File: config.mk
export PLATFORM = sky130hd
export DESIGN_NAME = ram_access_frontend
export DESIGN_NICKNAME = d
export VERILOG_FILES = /design/src/rtl/ram_if_pkg.sv /design/src/rtl/ram_rsp_fifo.sv /design/src/rtl/ram_access_frontend.sv
export SDC_FILE = /design/constraint.sdc
export NUM_CORES = 1
export LEC_CHECK = 0
export BUFFER_PORTS_ARGS = -buffer_cell sky130_fd_sc_hd__buf_2
export CAP_MARGIN = 10
export CORE_MARGIN = 5
export CORE_UTILIZATION = 24
export CTS_CLUSTER_DIAMETER = 150
export DETAILED_ROUTE_END_ITERATION = 8
export HOLD_SLACK_MARGIN = 0.03
export MAX_ROUTING_LAYER = met4
export PLACE_DENSITY_LB_ADDON = 0.08
export SLEW_MARGIN = 0
export SYNTH_ARGS = -nofsm -noshare
export SYNTH_HDL_FRONTEND = slang
export SYNTH_SLANG_ARGS = --single-unit
File: constraint.sdc
create_clock -name CLK -period 2.4 [get_ports CLK]
set_input_delay 0.12 -clock CLK [delete_from_list [all_inputs] [get_ports CLK]]
set_output_delay 0.12 -clock CLK [all_outputs]
set_load 0.03 [all_outputs]
File: src/rtl/ram_if_pkg.sv
// Shared RAM interface definitions: response entry layout {err, data}, its width,
// and the signed-index to physical-address translation used by the front end and the RAM.
package ram_if_pkg;

    localparam int unsigned RSP_DATA_W = 8;
    localparam int unsigned RSP_W      = RSP_DATA_W + 1;

    typedef struct packed {
        logic                  err;
        logic [RSP_DATA_W-1:0] data;
    } rsp_entry_t;

    function automatic int unsigned rsp_width(input int unsigned data_width);
        return data_width + 1;
    endfunction

    // Negative indices count back from len; the result wraps to aw bits.
    function automatic int unsigned to_phys(input int index, input int unsigned len,
                                            input int unsigned aw);
        int unsigned mask;
        int unsigned raw;
        mask = (32'd1 << aw) - 32'd1;
        raw  = (index < 0) ? len + unsigned'(index) : unsigned'(index);
        return raw & mask;
    endfunction

endpackage

File: src/rtl/ram_rsp_fifo.sv
// Two-entry response FIFO with asynchronous reset; output comes straight from the
// storage registers, so a pushed entry is visible on dout the cycle after the push.
module ram_rsp_fifo
    import ram_if_pkg::*;
#(
    parameter int unsigned WIDTH = RSP_W
) (
    input  logic             CLK,
    input  logic             RST,
    input  logic             push,
    input  logic             pop,
    input  logic [WIDTH-1:0] din,
    output logic [WIDTH-1:0] dout,
    output logic [1:0]       count
);

    logic [WIDTH-1:0] mem [2];
    logic             wr_ptr;
    logic             rd_ptr;
    logic [1:0]       count_q;

    // Upstream flow control guarantees no push when full and no pop when empty.
    always_ff @(posedge CLK or posedge RST) begin
        if (RST) begin
            mem[0]  <= '0;
            mem[1]  <= '0;
            wr_ptr  <= 1'b0;
            rd_ptr  <= 1'b0;
            count_q <= 2'd0;
        end else begin
            if (push) begin
                mem[wr_ptr] <= din;
                wr_ptr      <= !wr_ptr;
            end
            if (pop) begin
                rd_ptr <= !rd_ptr;
            end
            case ({push, pop})
                2'b10:   count_q <= count_q + 2'd1;
                2'b01:   count_q <= count_q - 2'd1;
                default: count_q <= count_q;
            endcase
        end
    end

    assign dout  = mem[rd_ptr];
    assign count = count_q;

endmodule

File: src/rtl/ram_access_frontend.sv
// Valid/ready front end for a single-port RAM with 1-cycle read latency; translates signed
// indices, returns ordered responses. Macro RAM_BOUNDS_CHECK_EN enables range errors.
module ram_access_frontend
    import ram_if_pkg::*;
#(
    parameter int unsigned DATA_WIDTH = 8,
    parameter int unsigned ADDR_WIDTH = 4,
    parameter int unsigned RAM_LENGTH = 16
) (
    input  logic                  CLK,
    input  logic                  RST,
    input  logic                  REQ_VALID,
    output logic                  REQ_READY,
    input  logic                  REQ_WE,
    input  logic [ADDR_WIDTH-1:0] REQ_INDEX,
    input  logic [DATA_WIDTH-1:0] REQ_WDATA,
    output logic                  RSP_VALID,
    input  logic                  RSP_READY,
    output logic [DATA_WIDTH-1:0] RSP_DATA,
    output logic                  RSP_ERR,
    output logic [ADDR_WIDTH-1:0] RAM_ADDR,
    output logic [DATA_WIDTH-1:0] RAM_D,
    output logic                  RAM_WE,
    input  logic [DATA_WIDTH-1:0] RAM_Q
);

    localparam int unsigned ENTRY_W = rsp_width(DATA_WIDTH);

    int                    index_s;
    logic                  err;
    logic                  acc;
    logic                  pop;
    logic                  s1_valid;
    logic                  s1_we;
    logic                  s1_err;
    logic [1:0]            fifo_count;
    logic [1:0]            occ;
    logic [DATA_WIDTH-1:0] push_data;
    logic [ENTRY_W-1:0]    push_entry;
    logic [ENTRY_W-1:0]    head_entry;

    always_comb begin
        index_s  = int'($signed(REQ_INDEX));
        RAM_ADDR = ADDR_WIDTH'(to_phys(index_s, RAM_LENGTH, ADDR_WIDTH));
`ifdef RAM_BOUNDS_CHECK_EN
        err      = (index_s >= int'(RAM_LENGTH)) || (index_s < -int'(RAM_LENGTH));
`else
        err      = 1'b0;
`endif
    end

    // Accept while fewer than two responses are owed, or one leaves this cycle.
    always_comb begin
        occ       = fifo_count + {1'b0, s1_valid};
        RSP_VALID = (fifo_count != 2'd0);
        pop       = RSP_VALID && RSP_READY;
        REQ_READY = !RST && ((occ < 2'd2) || pop);
        acc       = REQ_VALID && REQ_READY;
        RAM_WE    = acc && REQ_WE && !err;
        RAM_D     = REQ_WDATA;
    end

    always_ff @(posedge CLK or posedge RST) begin
        if (RST) begin
            s1_valid <= 1'b0;
            s1_we    <= 1'b0;
            s1_err   <= 1'b0;
        end else begin
            s1_valid <= acc;
            if (acc) begin
                s1_we  <= REQ_WE;
                s1_err <= err;
            end
        end
    end

    // RAM_Q belongs to the request held in s1; captured before any write at this edge lands.
    always_comb begin
        push_data  = (!s1_we && !s1_err) ? RAM_Q : '0;
        push_entry = {s1_err, push_data};
    end

    ram_rsp_fifo #(
        .WIDTH (ENTRY_W)
    ) u_rsp_fifo (
        .CLK   (CLK),
        .RST   (RST),
        .push  (s1_valid),
        .pop   (pop),
        .din   (push_entry),
        .dout  (head_entry),
        .count (fifo_count)
    );

    assign RSP_ERR  = head_entry[ENTRY_W-1];
    assign RSP_DATA = head_entry[DATA_WIDTH-1:0];

endmodule

==> results of run 1 <==
synth_stat cells, drive strengths merged:
library cell	n	area [sq um]
dfrtp	22	551
nand2	18	67.6
o21ai	16	80.1
buf	13	97.6
mux2	9	105
nand2b	9	56.3
clkbuf	3	11.3
inv	3	11.3
xor2	3	26.3
and2	2	13.8
xnor2	2	17.5
a2111oi	1	27.5
a211oi	1	7.51
and4bb	1	16.3
conb	1	3.75
ha	1	12.5
nor2	1	3.75
nor2b	1	6.26
or2	1	6.26
power by group:
group          switching, mW  internal, mW
combinational          0.408         0.293
sequential             0.141         0.540
clock                  0.113         0.112
total                  0.662         0.944
flip-flops by register name, summed over array words and instances, names as in the netlist:
name,flops
s1_valid,1
s1_we,1
u_rsp_fifo.count,2
u_rsp_fifo.mem,16
u_rsp_fifo.rd_ptr,1
u_rsp_fifo.wr_ptr,1
metal layers:
layer	GRT usage, %	up-vias	share of wire (%)
li1	-	363	-
met1	9.59	333	45
met2	12.3	24	46
met3	2.63	12	7.3
met4	3.50	0	1.7
met5	-	-	0
cells by family after synthesis:
group / count (synthesis) / share of synthesized area [%]
compound gates: 18 / 10.3
xor+xnor: 5 / 3.91
fa+ha+maj: 1 / 1.12
buf+inv: 19 / 10.7
flops: 22 / 49.1
mux: 9 / 9.37
other cells: 1 / 0.335
simple gates: 33 / 15.2
worst max path at each step:
| stage | end | slack, ps | cells after the start |
|---|---|---|---|
| after floorplan | u_rsp_fifo.count[1] | 760 | 5 |
| after global placement | u_rsp_fifo.count[1] | 850 | 5 |
| after detailed placement | u_rsp_fifo.count[1] | 810 | 5 |
| after CTS | RAM_WE | 570 | 4 |
| after global routing | RAM_WE | 480 | 4 |
| final | RAM_WE | 600 | 4 |
critical path, stage by stage (launching register included):
cell                        delay [ps]
sky130_fd_sc_hd__dfrtp_1           440
sky130_fd_sc_hd__and4bb_4          240
sky130_fd_sc_hd__a2111oi_4         370
sky130_fd_sc_hd__and2_2            190
sky130_fd_sc_hd__buf_2             180
layout make-up:
type | count | area [sq um]
tap | 52 | 65.1
fill | 489 | 3210
inverter | 3 | 11.3
clock buffer | 3 | 41.3
timing repair buffer | 23 | 115
sequential | 22 | 551
multi-input combinational | 67 | 450
metrics by stage:
| step | power [mW] | utilization, % | cells | hold WS (ps) | setup slack [ps] |
|---|---|---|---|---|---|
| 6_report | 1.61 | 27.8 | 170 | 69.6 | 599 |
| 5_1_grt | 1.74 | 27.8 | 170 | 67.2 | 480 |
| 4_1_cts | 1.64 | 27.8 | 170 | 62.7 | 573 |
| 3_5_place_dp | 1.41 | 26.8 | 167 | 240 | 813 |
| 3_3_place_gp | 1.40 | 26.8 | 167 | 240 | 848 |
| 2_1_floorplan | 1.25 | - | 108 | 109 | 760 |
==> flow_summary.html, run 1 <==
<table>
<tr><th>Metric</th><th>Value</th></tr>
<tr><th colspan="2">Status</th></tr>
<tr><td>Outcome</td><td>completed</td></tr>
<tr><th colspan="2">Floorplanning</th></tr>
<tr><td>Die width</td><td>78.3 um</td></tr>
<tr><td># IOs</td><td>49</td></tr>
<tr><td>Area inside the core boundary</td><td>0.00444 sq mm</td></tr>
<tr><td>DIE AREA</td><td>0.00614 sq mm</td></tr>
<tr><td>Row cnt</td><td>24</td></tr>
<tr><td>Vertical die dimension</td><td>78.3 um</td></tr>
<tr><td>Starting utilization of the core area</td><td>25.2%</td></tr>
<tr><th colspan="2">Hold path</th></tr>
<tr><td>Number of stages on the worst hold path</td><td>2</td></tr>
<tr><td>Worst min-delay path class</td><td>in2reg</td></tr>
<tr><td>Endpoint of the worst hold-timing path</td><td>s1_valid</td></tr>
<tr><td>Worst hold start</td><td>RST</td></tr>
<tr><th colspan="2">Worst setup path</th></tr>
<tr><td>Classification of the worst setup path</td><td>reg2out</td></tr>
<tr><td>Kind of end point of the critical path</td><td>primary output</td></tr>
<tr><td>Worst reg-to-reg path cell count</td><td>5</td></tr>
<tr><td>Setup slack on the worst flop-to-flop path</td><td>790 ps</td></tr>
<tr><td>Crit. Startpoint</td><td>s1_valid</td></tr>
<tr><td>Arrival time reported for the critical path endpoint</td><td>1680 ps</td></tr>
<tr><td>Worst Setup Start Kind</td><td>flip-flop</td></tr>
<tr><td>End of the worst register-to-register path</td><td>u_rsp_fifo.count[1]</td></tr>
<tr><td>Critical-path maximum fanout</td><td>6</td></tr>
<tr><td>RR Startpoint</td><td>u_rsp_fifo.count[0]</td></tr>
<tr><td>CP required</td><td>2280 ps</td></tr>
<tr><th colspan="2">Clock network</th></tr>
<tr><td>Setup repair bufs after CTS</td><td>0</td></tr>
<tr><td>Clk sinks</td><td>22</td></tr>
<tr><td>Post-cts sizing count</td><td>0</td></tr>
<tr><td>TritonCTS buffer count</td><td>3</td></tr>
<tr><td>Clock insertion delay at the later pin of the skew report</td><td>250 ps</td></tr>
<tr><td>Clock-pin slew reported for the worst setup and hold paths after clock tree synthesis</td><td>80 ps</td></tr>
<tr><td>H-tree Lvls</td><td>1</td></tr>
<tr><td>CTS tree</td><td>built</td></tr>
<tr><td>Maximum root-to-sink buffer count</td><td>2</td></tr>
<tr><td>Root Buffer</td><td>sky130_fd_sc_hd__clkbuf_8</td></tr>
<tr><td>Total of hold buffers inserted after clock tree synthesis</td><td>0</td></tr>
<tr><th colspan="2">Placed design</th></tr>
<tr><td>Number of I/O port buffers</td><td>23</td></tr>
<tr><td>Instance area after placement</td><td>0.00119 sq mm</td></tr>
<tr><td>Hpwl dp</td><td>1560 um</td></tr>
<tr><td>Global placer's final weighted congestion</td><td>0.633</td></tr>
<tr><th colspan="2">Global route</th></tr>
<tr><td>Global-route usage over all layers</td><td>8.01%</td></tr>
<tr><td>Remaining Overflow, GRT</td><td>0</td></tr>
<tr><td>Vias in the first global route</td><td>793</td></tr>
<tr><td>Pin count of the biggest net entering global routing</td><td>23</td></tr>
<tr><td>Wire length of the first global-routing pass</td><td>3690 um</td></tr>
<tr><td>Initial antenna violation count</td><td>0</td></tr>
<tr><th colspan="2">Finish</th></tr>
<tr><td>Area growth syn-to-layout</td><td>10.0%</td></tr>
<tr><td>Count of antenna diodes in the layout</td><td>0</td></tr>
<tr><td>Number of nets in the final layout</td><td>146</td></tr>
<tr><td>Final design instance area without fill</td><td>0.00123 sq mm</td></tr>
<tr><td>Commonest cells after routing, fill and taps aside</td><td>sky130_fd_sc_hd__buf_2 (23), sky130_fd_sc_hd__dfrtp_1 (22), sky130_fd_sc_hd__nand2_1 (18), sky130_fd_sc_hd__o21ai_0 (16), sky130_fd_sc_hd__nand2b_1 (9)</td></tr>
<tr><td>Share of final-layout standard cells stronger than drive strength 1</td><td>33.1%</td></tr>
<tr><td>Most common cell after layout, fill and taps aside</td><td>sky130_fd_sc_hd__buf_2</td></tr>
<tr><th colspan="2">Logic synthesis</th></tr>
<tr><td>Count of state elements after synthesis</td><td>22</td></tr>
<tr><td>Synthesized area per cell</td><td>10.4 sq um</td></tr>
<tr><td>Cell variety after synth</td><td>21</td></tr>
<tr><td>Cell area after synthesis</td><td>0.00112 sq mm</td></tr>
<tr><td>Number of warnings issued by yosys</td><td>0</td></tr>
<tr><td>Gate count of the mapped netlist</td><td>108</td></tr>
<tr><td>Post-Synthesis Net Count</td><td>134</td></tr>
<tr><td>Portion of the post-synthesis area used by sequential elements</td><td>49.1%</td></tr>
<tr><th colspan="2">Pwr</th></tr>
<tr><td>Power density over the cells</td><td>1300 mW/mm^2</td></tr>
<tr><td>Static Leak</td><td>0.586 nW</td></tr>
<tr><td>Maximum vdd ir drop</td><td>308 uV</td></tr>
<tr><th colspan="2">Routing</th></tr>
<tr><td>Ratio of routed vias to standard cells</td><td>4.31</td></tr>
<tr><td>Final Routed Wirelength</td><td>2220 um</td></tr>
<tr><td>Violation count after the first detailed-routing iteration</td><td>14</td></tr>
<tr><td>Pre-Repair DR Iteration Count</td><td>4</td></tr>
<tr><td>Post-DRT Antenna Nets</td><td>0</td></tr>
<tr><td>Drc violations</td><td>0</td></tr>
<tr><td>Vias after detailed routing</td><td>732</td></tr>
<tr><td>Drt wl/cell</td><td>13.1 um</td></tr>
<tr><th colspan="2">Timing</th></tr>
<tr><td>FMAX</td><td>555 MHz</td></tr>
<tr><td>Crit path time final</td><td>1800 ps</td></tr>
<tr><td>Aggregate negative setup slack</td><td>0 ps</td></tr>
<tr><td>Unrepaired setup endpoints after global routing</td><td>no</td></tr>
<tr><td>Fraction of the cycle the final worst path needs</td><td>75.0%</td></tr>
<tr><td>Max transition margin</td><td>41.6%</td></tr>
<tr><td>Total count of max-transition violations in the final report</td><td>0</td></tr>
<tr><td>Worst slew pin tran</td><td>876 ps</td></tr>
<tr><td>Clock Skews</td><td>3.49 ps</td></tr>
<tr><td>Final-report hold violation count</td><td>0</td></tr>
<tr><td>Final setup fails</td><td>0</td></tr>
<tr><th colspan="2">Job</th></tr>
<tr><td>Max Cap Viol</td><td>0</td></tr>
</table>
Power figures use the tool's default switching activity.
==> run 2, diff against run 1 <==
Settings changed: ABC_AREA set to 1.
Clock period 2.4 ns to 1.9 ns, I/O delays scaled along.
==> run 2 against run 1 <==
  * Via count grew 19%
  * Clock power increased by 29%
  * Count of clock-buffer cells in the layout is the same
  * Largest power group unchanged
  * Highest routed layer is now met3
==> flow_summary.html, run 2 <==
<table>
<tr><th>Metric</th><th>Value</th></tr>
<tr><th colspan="2">Status</th></tr>
<tr><td>Outcome</td><td>completed</td></tr>
<tr><th colspan="2">Timing</th></tr>
<tr><td>Crit path time final</td><td>1550 ps</td></tr>
<tr><td>Worst slew pin tran</td><td>562 ps (-314 ps)</td></tr>
<tr><td>Fraction of the cycle the final worst path needs</td><td>81.7%</td></tr>
<tr><td>Clock Skews</td><td>1.10 ps (-2.39 ps)</td></tr>
<tr><td>Total count of max-transition violations in the final report</td><td>0 (unchanged)</td></tr>
<tr><td>Final-report hold violation count</td><td>0 (unchanged)</td></tr>
<tr><td>Aggregate negative setup slack</td><td>0 ps (unchanged)</td></tr>
<tr><td>FMAX</td><td>644 MHz</td></tr>
<tr><td>Final setup fails</td><td>0 (unchanged)</td></tr>
<tr><td>Unrepaired setup endpoints after global routing</td><td>no</td></tr>
<tr><td>Max transition margin</td><td>62.6% (+21 points)</td></tr>
<tr><td>Post-Route Hold Slack</td><td>76.3 ps (+6.74 ps)</td></tr>
<tr><th colspan="2">Logic synthesis</th></tr>
<tr><td>Gate count of the mapped netlist</td><td>150 (+39%)</td></tr>
<tr><td>Cell area after synthesis</td><td>0.00120 sq mm (+7.1%)</td></tr>
<tr><td>Count of state elements after synthesis</td><td>22 (unchanged)</td></tr>
<tr><td>Number of warnings issued by yosys</td><td>0 (unchanged)</td></tr>
<tr><td>Top post-synthesis cells by count</td><td>sky130_fd_sc_hd__nand2_1 (46), sky130_fd_sc_hd__dfrtp_1 (22), sky130_fd_sc_hd__inv_1 (22), sky130_fd_sc_hd__o21ai_0 (15), sky130_fd_sc_hd__buf_4 (13)</td></tr>
<tr><td>Most frequently used cell type in the post-synthesis netlist</td><td>sky130_fd_sc_hd__nand2_1</td></tr>
<tr><td>Post-Synthesis Net Count</td><td>176 (+31%)</td></tr>
<tr><td>Dominant cells by area after synthesis</td><td>sky130_fd_sc_hd__dfrtp_1 (46%), sky130_fd_sc_hd__nand2_1 (14%), sky130_fd_sc_hd__buf_4 (8.1%), sky130_fd_sc_hd__inv_1 (6.9%), sky130_fd_sc_hd__o21ai_0 (6.3%)</td></tr>
<tr><td>Top-area cell type share of the netlist area</td><td>45.8% (-3.3 points)</td></tr>
<tr><td>Cell type with the largest total area after synthesis</td><td>sky130_fd_sc_hd__dfrtp_1</td></tr>
<tr><td>Number of synthesized flops with an enable pin</td><td>0 (unchanged)</td></tr>
<tr><td>Main synth FF type</td><td>sky130_fd_sc_hd__dfrtp_1</td></tr>
<tr><td>Cell variety after synth</td><td>22 (+4.8%)</td></tr>
<tr><td>Synthesized area per cell</td><td>8.01 sq um (-23%)</td></tr>
<tr><td>Post-synthesis async set-or-reset flop share</td><td>100% (unchanged)</td></tr>
<tr><td>Portion of the post-synthesis area used by sequential elements</td><td>45.8% (-3.3 points)</td></tr>
<tr><th colspan="2">Finish</th></tr>
<tr><td>Share of final-layout standard cells stronger than drive strength 1</td><td>23.6% (-9.4 points)</td></tr>
<tr><td>Commonest cells after routing, fill and taps aside</td><td>sky130_fd_sc_hd__nand2_1 (46), sky130_fd_sc_hd__buf_2 (23), sky130_fd_sc_hd__inv_1 (22), sky130_fd_sc_hd__dfrtp_1 (22), sky130_fd_sc_hd__o21ai_0 (15)</td></tr>
<tr><td>Number of flip-flops under the largest register name</td><td>16 (unchanged)</td></tr>
<tr><td>Area growth syn-to-layout</td><td>10.3%</td></tr>
<tr><td>Utilization after layout</td><td>27.7% (-0.073 points)</td></tr>
<tr><td>Final design instance area without fill</td><td>0.00133 sq mm (+7.4%)</td></tr>
<tr><td>Largest Register</td><td>u_rsp_fifo.mem</td></tr>
<tr><td>Most common cell after layout, fill and taps aside</td><td>sky130_fd_sc_hd__nand2_1</td></tr>
<tr><td>Number of nets in the final layout</td><td>189 (+29%)</td></tr>
<tr><td>Fill cell count</td><td>533 (+9.0%)</td></tr>
<tr><td>Count of antenna diodes in the layout</td><td>0 (unchanged)</td></tr>
<tr><th colspan="2">Floorplanning</th></tr>
<tr><td>Vertical die dimension</td><td>80.7 um (+3.1%)</td></tr>
<tr><td># IOs</td><td>49 (unchanged)</td></tr>
<tr><td>Row cnt</td><td>25 (+4.2%)</td></tr>
<tr><td>Starting utilization of the core area</td><td>25.1% (-0.13 points)</td></tr>
<tr><td>Die width</td><td>80.7 um (+3.1%)</td></tr>
<tr><td>DIE AREA</td><td>0.00652 sq mm (+6.2%)</td></tr>
<tr><td>Area inside the core boundary</td><td>0.00479 sq mm (+7.7%)</td></tr>
<tr><th colspan="2">Hold path</th></tr>
<tr><td>Endpoint of the worst hold-timing path</td><td>s1_valid</td></tr>
<tr><td>Number of stages on the worst hold path</td><td>3 (+1)</td></tr>
<tr><td>Worst hold start</td><td>REQ_VALID</td></tr>
<tr><td>Worst min-delay path class</td><td>in2reg</td></tr>
<tr><th colspan="2">Clock network</th></tr>
<tr><td>Total of hold buffers inserted after clock tree synthesis</td><td>1 (+1)</td></tr>
<tr><td>TritonCTS buffer count</td><td>3 (unchanged)</td></tr>
<tr><td>Clk sinks</td><td>22 (unchanged)</td></tr>
<tr><td>CTS tree</td><td>built</td></tr>
<tr><td>Maximum root-to-sink buffer count</td><td>2 (unchanged)</td></tr>
<tr><td>Clock insertion delay at the later pin of the skew report</td><td>260 ps (about the same)</td></tr>
<tr><td>Setup repair bufs after CTS</td><td>0 (unchanged)</td></tr>
<tr><td>Clock-pin slew reported for the worst setup and hold paths after clock tree synthesis</td><td>80 ps (about the same)</td></tr>
<tr><td>H-tree Lvls</td><td>1 (unchanged)</td></tr>
<tr><td>Post-cts sizing count</td><td>0 (unchanged)</td></tr>
<tr><td>Root Buffer</td><td>sky130_fd_sc_hd__clkbuf_8</td></tr>
<tr><th colspan="2">Worst setup path</th></tr>
<tr><td>Kind of end point of the critical path</td><td>flip-flop</td></tr>
<tr><td>Classification of the worst setup path</td><td>reg2reg</td></tr>
<tr><td>Setup slack on the worst flop-to-flop path</td><td>350 ps (-440 ps)</td></tr>
<tr><td>Critical-path maximum fanout</td><td>6 (unchanged)</td></tr>
<tr><td>CP required</td><td>2040 ps (-240 ps)</td></tr>
<tr><td>Worst Setup Start Kind</td><td>flip-flop</td></tr>
<tr><td>End of the worst register-to-register path</td><td>u_rsp_fifo.count[1]</td></tr>
<tr><td>RR Startpoint</td><td>u_rsp_fifo.count[0]</td></tr>
<tr><td>Worst reg-to-reg path cell count</td><td>8 (+3)</td></tr>
<tr><td>Arrival time reported for the critical path endpoint</td><td>1690 ps (about the same)</td></tr>
<tr><th colspan="2">Pwr</th></tr>
<tr><td>Final Total Pwr</td><td>2.12 mW (+32%)</td></tr>
<tr><td>Maximum vdd ir drop</td><td>444 uV (+44%)</td></tr>
<tr><td>Power density over the cells</td><td>1600 mW/mm^2 (+23%)</td></tr>
<tr><td>Static Leak</td><td>0.730 nW (+25%)</td></tr>
<tr><th colspan="2">Placed design</th></tr>
<tr><td>Number of I/O port buffers</td><td>23 (unchanged)</td></tr>
<tr><td>Instance area after placement</td><td>0.00127 sq mm (+6.8%)</td></tr>
<tr><td>Hpwl dp</td><td>1820 um (+16%)</td></tr>
<tr><td>Global placer's final weighted congestion</td><td>0.724 (+14%)</td></tr>
<tr><th colspan="2">Routing</th></tr>
<tr><td>Vias after detailed routing</td><td>871 (+19%)</td></tr>
<tr><td>Drc violations</td><td>0 (unchanged)</td></tr>
<tr><td>Ratio of routed vias to standard cells</td><td>3.82 (-11%)</td></tr>
<tr><td>Final Routed Wirelength</td><td>2620 um (+18%)</td></tr>
<tr><td>Post-DRT Antenna Nets</td><td>0 (unchanged)</td></tr>
<tr><td>Violation count after the first detailed-routing iteration</td><td>19 (+5)</td></tr>
<tr><td>Pre-Repair DR Iteration Count</td><td>4 (unchanged)</td></tr>
<tr><td>Drt wl/cell</td><td>11.5 um (-12%)</td></tr>
<tr><th colspan="2">Global route</th></tr>
<tr><td>Global-route usage over all layers</td><td>8.86% (+0.85 points)</td></tr>
<tr><td>Initial antenna violation count</td><td>0 (unchanged)</td></tr>
<tr><td>Wire length of the first global-routing pass</td><td>4310 um (+17%)</td></tr>
<tr><td>Remaining Overflow, GRT</td><td>0 (unchanged)</td></tr>
<tr><td>Vias in the first global route</td><td>907 (+14%)</td></tr>
<tr><td>Pin count of the biggest net entering global routing</td><td>23 (unchanged)</td></tr>
<tr><th colspan="2">Job</th></tr>
<tr><td>Max Cap Viol</td><td>0 (unchanged)</td></tr>
</table>
==> run 2: changes by cell type after synthesis, sizes merged, moves of 2 or more <==
cell and change:
mux2 -9, nand2 +32, and2 -2, nand2b -9
nor2 +8, inv +21, buf +4, clkbuf -3
nand3 +2
==> run 2: final cells by class <==
cell class              instances  area (sq um)  area share [%]
multi-input cells              86           418            31.5
clock buffers                   3          41.3            3.12
flip-flops and latches         22           551            41.5
repair buffers                 25           133            10.0
inverters                      25          98.8            7.46
well taps                      67          83.8            6.33
==> run 2: cell families after synthesis <==
group,share of synthesized area (%)
AO/OA/AOI/OAI,8.12
XOR/XNOR,2.92
adder cells (fa/ha/maj),1.04
buffers and inverters,19.4
flip-flops,45.8
other,0.312
AND/OR/NAND/NOR,22.4
==> run 2: how the worst max path moves through the flow <==
stage                   startpoint             endpoint  slack, ps  cells past startpoint
3_3_place_gp   u_rsp_fifo.count[0]  u_rsp_fifo.count[1]        450                      8
3_5_place_dp   u_rsp_fifo.count[0]  u_rsp_fifo.count[1]        360                      8
2_1_floorplan  u_rsp_fifo.count[0]  u_rsp_fifo.count[1]        350                      8
4_1_cts        u_rsp_fifo.count[0]  u_rsp_fifo.count[1]        330                      8
5_1_grt          u_rsp_fifo.rd_ptr          RSP_DATA[0]        230                      3
6_report       u_rsp_fifo.count[0]  u_rsp_fifo.count[1]        350                      8
==> run 2: critical path, cell delays in order, from the launching register on <==
cell,delay (ps)
sky130_fd_sc_hd__dfrtp_1,450
sky130_fd_sc_hd__inv_2,80
sky130_fd_sc_hd__nand2_2,60
sky130_fd_sc_hd__nand2_2,100
sky130_fd_sc_hd__inv_1,50
sky130_fd_sc_hd__ha_1,320
sky130_fd_sc_hd__a21oi_1,110
sky130_fd_sc_hd__o21ai_0,100
sky130_fd_sc_hd__xor2_1,160
==> run 2: power breakdown <==
| group | switching, mW | total [mW] | internal, mW |
|---|---|---|---|
| combinational | 0.633 | 0.946 | 0.313 |
| clock | 0.148 | 0.290 | 0.141 |
| sequential | 0.203 | 0.884 | 0.681 |
==> run 2: metrics by stage <==
step / std cells / setup slack [ps]
after floorplan: 150 / 352
after global placement: 224 / 446
after detailed placement: 224 / 356
after CTS: 228 / 333
after global routing: 228 / 232
final: 228 / 347
==> run 2: per-layer routing <==
layer	vias to the layer above	wire, um	track usage (%)
met3	0	168	2.33
met4	0	0	3.21
met2	26	1280	14.9
met1	392	1170	10.2
met5	-	0	-
li1	453	-	-
